### config.mk
export PLATFORM = sky130hd
export DESIGN_NAME = ecc_rd_resp_stage
export DESIGN_NICKNAME = d
export VERILOG_FILES = /design/src/rtl/ecc_rd_resp_stage_pkg.sv /design/src/rtl/ecc_scrub_fifo.sv /design/src/rtl/ecc_rd_resp_stage.sv
export SDC_FILE = /design/constraint.sdc
export NUM_CORES = 1
export LEC_CHECK = 0
export BUFFER_PORTS_ARGS = -buffer_cell sky130_fd_sc_hd__buf_2
export CORE_ASPECT_RATIO = 0.5
export CORE_UTILIZATION = 53
export DETAILED_ROUTE_END_ITERATION = 16
export PLACE_DENSITY = 0.72
export SLEW_MARGIN = 20
export SYNTH_ARGS = -nofsm -noshare
export SYNTH_HDL_FRONTEND = slang
export SYNTH_HIERARCHICAL = 1
export SYNTH_SLANG_ARGS = --single-unit
### constraint.sdc
create_clock -name clk -period 3 [get_ports clk]
set_input_delay 0.45 -clock clk [delete_from_list [all_inputs] [get_ports clk]]
set_output_delay 0.45 -clock clk [all_outputs]
set_load 0.05 [all_outputs]
### src/rtl/ecc_rd_resp_stage_pkg.sv
// ecc_rd_resp_stage_pkg: shared ECC codeword geometry and field helpers
package ecc_rd_resp_stage_pkg;
  localparam int ECC_DATA_W = 32;
  localparam int ECC_CHK_W = 7;
  localparam int ECC_CW_W = ECC_DATA_W + ECC_CHK_W;
  function automatic logic [ECC_DATA_W-1:0] cw_data(input logic [ECC_CW_W-1:0] w);
    return w[ECC_DATA_W-1:0];
  endfunction
endpackage

### src/rtl/ecc_scrub_fifo.sv
// ecc_scrub_fifo: registered-storage FIFO of {addr, codeword} scrub write-backs
module ecc_scrub_fifo
  import ecc_rd_resp_stage_pkg::*;
#(
  parameter int ADDR_W = 16,
  parameter int DEPTH = 4
) (
  input  logic                clk,
  input  logic                rst,
  input  logic                push,
  input  logic [ADDR_W-1:0]   din_addr,
  input  logic [ECC_CW_W-1:0] din_word,
  input  logic                pop,
  output logic                full,
  output logic                empty,
  output logic [ADDR_W-1:0]   dout_addr,
  output logic [ECC_CW_W-1:0] dout_word
);
  localparam int AW = $clog2(DEPTH);
  localparam int W = ADDR_W + ECC_CW_W;
  logic [W-1:0] mem_q [DEPTH];
  logic [W-1:0] mem_d [DEPTH];
  logic [AW-1:0] wr_q, wr_d, rd_q, rd_d;
  logic [AW:0] cnt_q, cnt_d;
  logic do_pop;
  assign full = cnt_q == (AW+1)'(DEPTH);
  assign empty = cnt_q == '0;
  assign {dout_addr, dout_word} = mem_q[rd_q];
  // next-state: pointers wrap naturally since DEPTH is a power of 2
  always_comb begin
    do_pop = pop & ~empty;
    mem_d = mem_q;
    if (push) mem_d[wr_q] = {din_addr, din_word};
    wr_d = push ? wr_q + AW'(1) : wr_q;
    rd_d = do_pop ? rd_q + AW'(1) : rd_q;
    cnt_d = cnt_q + (AW+1)'(push) - (AW+1)'(do_pop);
  end
  // state registers; reset empties the queue and zeroes the head outputs
  always_ff @(posedge clk) begin
    if (rst) begin
      mem_q <= '{default: '0};
      wr_q <= '0;
      rd_q <= '0;
      cnt_q <= '0;
    end else begin
      mem_q <= mem_d;
      wr_q <= wr_d;
      rd_q <= rd_d;
      cnt_q <= cnt_d;
    end
  end
endmodule

### src/rtl/ecc_rd_resp_stage.sv
// ecc_rd_resp_stage: registered read response, scrub queueing and ECC error bookkeeping
module ecc_rd_resp_stage
  import ecc_rd_resp_stage_pkg::*;
#(
  parameter int ADDR_W = 16,
  parameter int SCRUB_DEPTH = 4,
  parameter int CNT_W = 16
) (
  input  logic                  clk,
  input  logic                  rst,
  input  logic                  in_valid,
  output logic                  in_ready,
  input  logic [ADDR_W-1:0]     in_addr,
  input  logic [ECC_CW_W-1:0]   in_word,
  input  logic                  in_sgl,
  input  logic                  in_dbl,
  input  logic                  scrub_en,
  output logic                  out_valid,
  input  logic                  out_ready,
  output logic [ECC_DATA_W-1:0] out_data,
  output logic                  out_sgl,
  output logic                  out_dbl,
  output logic                  scrub_valid,
  input  logic                  scrub_ready,
  output logic [ADDR_W-1:0]     scrub_addr,
  output logic [ECC_CW_W-1:0]   scrub_word,
  input  logic                  cnt_clr,
  output logic [CNT_W-1:0]      sgl_cnt,
  output logic [CNT_W-1:0]      dbl_cnt,
  output logic                  dbl_seen,
  output logic [ADDR_W-1:0]     dbl_addr
);
  logic out_valid_q, out_valid_d, out_sgl_q, out_sgl_d, out_dbl_q, out_dbl_d;
  logic dbl_seen_q, dbl_seen_d;
  logic [ECC_DATA_W-1:0] out_data_q, out_data_d;
  logic [CNT_W-1:0] sgl_cnt_q, sgl_cnt_d, dbl_cnt_q, dbl_cnt_d;
  logic [ADDR_W-1:0] dbl_addr_q, dbl_addr_d;
  logic acc, sgl_inc, dbl_inc, push, full, empty;
  ecc_scrub_fifo #(.ADDR_W(ADDR_W), .DEPTH(SCRUB_DEPTH)) u_fifo (
    .clk(clk), .rst(rst), .push(push), .din_addr(in_addr), .din_word(in_word),
    .pop(scrub_ready), .full(full), .empty(empty),
    .dout_addr(scrub_addr), .dout_word(scrub_word)
  );
  assign in_ready = (~out_valid_q | out_ready) & ~full;
  assign scrub_valid = ~empty;
  assign {out_valid, out_data, out_sgl, out_dbl} = {out_valid_q, out_data_q, out_sgl_q, out_dbl_q};
  assign {sgl_cnt, dbl_cnt, dbl_seen, dbl_addr} = {sgl_cnt_q, dbl_cnt_q, dbl_seen_q, dbl_addr_q};
  // accept, response load/hold, saturating counters, first-DBL capture; a conflicting SGL+DBL counts as DBL
  always_comb begin
    acc = in_valid & in_ready;
    sgl_inc = acc & in_sgl & ~in_dbl;
    dbl_inc = acc & in_dbl;
    push = sgl_inc & scrub_en;
    out_valid_d = acc | (out_valid_q & ~out_ready);
    out_data_d = acc ? cw_data(in_word) : out_data_q;
    out_sgl_d = acc ? in_sgl & ~in_dbl : out_sgl_q;
    out_dbl_d = acc ? in_dbl : out_dbl_q;
    sgl_cnt_d = cnt_clr ? '0 : (sgl_inc & ~&sgl_cnt_q) ? sgl_cnt_q + CNT_W'(1) : sgl_cnt_q;
    dbl_cnt_d = cnt_clr ? '0 : (dbl_inc & ~&dbl_cnt_q) ? dbl_cnt_q + CNT_W'(1) : dbl_cnt_q;
    dbl_seen_d = ~cnt_clr & (dbl_seen_q | dbl_inc);
    dbl_addr_d = cnt_clr ? '0 : (dbl_inc & ~dbl_seen_q) ? in_addr : dbl_addr_q;
  end
  // response and bookkeeping registers
  always_ff @(posedge clk) begin
    if (rst) begin
      out_valid_q <= 1'b0;
      out_data_q <= '0;
      out_sgl_q <= 1'b0;
      out_dbl_q <= 1'b0;
      sgl_cnt_q <= '0;
      dbl_cnt_q <= '0;
      dbl_seen_q <= 1'b0;
      dbl_addr_q <= '0;
    end else begin
      out_valid_q <= out_valid_d;
      out_data_q <= out_data_d;
      out_sgl_q <= out_sgl_d;
      out_dbl_q <= out_dbl_d;
      sgl_cnt_q <= sgl_cnt_d;
      dbl_cnt_q <= dbl_cnt_d;
      dbl_seen_q <= dbl_seen_d;
      dbl_addr_q <= dbl_addr_d;
    end
  end
endmodule

==> key figures <==
Setup path
  • R2R setup slack: 0.42 ns
  • WS Path Type: reg -> out
  • Startpoint Class: flip-flop
  • Setup crit end kind: primary output
  • Worst Path Required: 2.55 ns
  • CP Max Fanout: 30
  • Arrival @ worst endpoint: 2.36 ns

Layout
  • Multi-input logic area: 7622 sq um
  • Fin area: 16620 sq um
  • Layout cells sized above 1: 23.74%
  • Sequential cell area: 6233 sq um
  • Nets: 1702
  • Post-route insts no fill: 2026
  • Layout area overhead: 12.84%
  • Fillers: 2216
  • Final core occ: 61.89%

Floorplanning
  • Initial core utilization: 54.85%
  • Row Count: 42
  • Full die area: 28500 sq um
  • DIE HEIGHT: 119.9 microns
  • Die width: 237.8 microns
  • Core area: 26850 sq um
  • Boundary Pins: 205

Synthesis
  • Share of the synthesized area in the top cell type: 42.27%
  • Adder-cell area share of the yosys netlist: 0.8155%
  • Mux cell area share after synthesis: 9.208%
  • Post-Synth XOR/XNOR Area: 1.470%
  • Syn_nets: 1601
  • Post-synth ARST share: 0%
  • Largest family of logic cells by synthesized area: compound AO/OA/AOI/OAI gates
  • Synth Cell Area: 14730 sq um
  • Synth Register Bits: 311
  • Post-synthesis sequential area ratio: 42.27%
  • Ranking of synthesized cells by area: dfxtp_1 42%, a21bo_1 11%, a21oi_1 9.4%
  • Yosys cell types: 54
  • Most frequent cell after synthesis: dfxtp_1
  • Post-Synth Simple-Gate Area: 14.36%
  • Dominant synthesized flop cell: dfxtp_1
  • Synth Area per Inst: 9.639 sq um
  • Post-synth EDFFs: 0
  • Cells after Synth: 1528
  • Post-synthesis compound-gate area fraction: 25.49%
  • Largest area contributor in the netlist: dfxtp_1
  • Syn. warnings: 6
  • Most frequent cells after synthesis: 311 x dfxtp_1, 277 x a21oi_1, 232 x nand3_1

Power and ir drop
  • Gate power share: 16.8%
  • Switching part of the total power: 29.42%
  • Cell Pwr Density: 585.6 nW/um^2
  • Final Power: 9.732 mW
  • Clock power frac: 37.7%
  • Maximum VDD drop: 358.2 uV
  • Internal power: 6.869 mW
  • Switch Pwr: 2.863 mW
  • Leakage dissipation: 6.336 nW
  • Part of the power in registers: 45.4%

STA
  • Final min period: 2.815 ns
  • Hold Slack: 0.1877 ns
  • Setup TNS: 0 ns
  • Final Max Slew Viols: 0
  • F_max: 355.3 MHz
  • Final setup violation count: 0
  • Part of the cycle the worst path needs: 93.82%
  • RSZ-0062 raised after global routing: false
  • Setup ws final: 0.1853 ns
  • Final hold viol count: 0
  • Worst-Margin Slew: 0.9206 ns
  • Relative slew margins: 38.41%
  • Fin Clk Skew: 0.007429 ns

Detailed routing
  • DR vias: 11879
  • Routed wire length per instance: 17.83 microns
  • WL final: 36.12 mm
  • DR DRC count: 0
  • Vias per cell: 5.863
  • Final ANT Viol Nets: 0
  • DRT iter0 DRCs: 882
  • First-pass DRT Iterations: 5

GRT
  • Final global-route overflow total: 0
  • Gr busiest metal: met2
  • Grt met2 use: 41.17%
  • Pin count of the biggest net entering global routing: 217
  • Vias in the first global route: 11486
  • Global-route wire length before repair: 59.21 mm
  • GRT Util Overall: 25.06%
  • Met3 Usage GRT: 4.509%
  • Met1 usage: 34.56%
  • Initial antenna violation count: 1

Place
  • Gpl congestion: 0.8210
  • IO buf count: 204
  • DP HPWL: 22.41 mm
  • Cell total after placement: 1973
  • Pre-CTS WS: 0.5056 ns
  • Dpl cell area: 15670 sq um

Clock tree
  • Worst-skew pair later-pin latency: 0.54 ns
  • CTS clock-pin slew for the worst setup and hold paths: 0.06 ns
  • Post-CTS setup buffers: 0
  • PostCTS Resize Cnt: 0
  • Root Driver: clkbuf_16
  • CTS Buf Count: 28
  • Clock buffer depth: 3
  • H-tree level count: 1
  • Clock Sinks: 311
  • Post-CTS Hold Buffers: 0
  • TritonCTS clock tree: done

Run
  • # Max-Cap Violations: 0

Worst hold path
  • Path category of the worst min-delay check: in -> reg

Status
  • Status: completed
-- registers in the layout, summed over array words and instances, names as in the netlist --
name	flops
u_fifo/rd_q	2
dbl_seen	1
u_fifo/mem_q	220
out_valid	1
dbl_cnt	16
out_dbl	1
dbl_addr	16
out_sgl	1
u_fifo/cnt_q	3
out_data	32
sgl_cnt	16
u_fifo/wr_q	2
-- critical path, stage by stage (launching register included) --
cell and delay [ns]:
dfxtp_4 0.70, buf_4 0.34, mux4_2 0.53, buf_2 0.24
-- cells by family after synthesis --
family / count (synthesis)
AOI/OAI and AO/OA: 518
xor gates and xnor gates: 23
adders and majority gates: 9
buffers and inverters: 166
DFF: 311
muxes: 59
and+or+nand+nor: 442
-- cells in the final DEF (no fill, tap or decap), types with 4 or more instances in the layout --
| cell | synthesis | final |
|---|---|---|
| dfxtp_1 | 311 | 309 |
| a21oi_1 | 277 | 277 |
| nand3_1 | 232 | 232 |
| buf_2 | 61 | 203 |
| a21bo_1 | 156 | 156 |
| nand2_1 | 119 | 118 |
| a21bo_2 | 64 | 64 |
| nor2_1 | 38 | 38 |
| mux4_2 | 36 | 36 |
| clkbuf_16 | 0 | 29 |
| xnor2_1 | 21 | 21 |
| mux4_1 | 19 | 19 |
| buf_4 | 7 | 16 |
| clkbuf_8 | 0 | 11 |
| nand4_1 | 10 | 10 |
| nor4_1 | 10 | 10 |
| inv_1 | 9 | 9 |
| buf_12 | 2 | 8 |
| nor2b_1 | 7 | 7 |
| clkinv_2 | 0 | 6 |
| a31oi_1 | 5 | 5 |
| nor3_1 | 5 | 5 |
| clkbuf_1 | 58 | 5 |
| a41o_1 | 4 | 4 |
| ha_1 | 8 | 4 |
| ha_4 | 0 | 4 |
-- power by group through the flow --
stage	Sequential [mW]	Clock, mW	Combinational [mW]
2_1_floorplan	4.64	0	1.09
3_3_place_gp	4.51	0	1.60
3_5_place_dp	4.52	0	1.64
4_1_cts	4.42	3.76	1.64
5_1_grt	4.45	3.94	1.75
6_report	4.42	3.67	1.64
-- metal layers --
layer	routed length [microns]	vias up
li1	-	5717
met1	16360	5775
met2	16970	343
met3	2201	44
met4	599	0
met5	0	-
-- final timing paths --
path	from	to	cells past startpoint
max reg2reg	u_fifo/cnt_q[1]$_SDFF_PP0_	u_fifo/mem_q[90]$_SDFFE_PP0P_	9
min	in_word[23]	out_data[23]$_SDFFE_PP0P_	3
min reg2reg	out_data[24]$_SDFFE_PP0P_	out_data[24]$_SDFFE_PP0P_	2
max	u_fifo/rd_q[0]$_SDFFE_PP0P_	scrub_word[1]	3
-- cell type report --
cell class	instances	area share, %
multi-input combinational	1051	45.86
clock buffer	44	5.308
inverter	9	0.2033
sequential	311	37.51
tap	374	2.816
timing repair buffer	228	7.882
antenna	1	0.01506
clock inverter	8	0.4065
No activity file was read; power rests on OpenSTA's default activity.
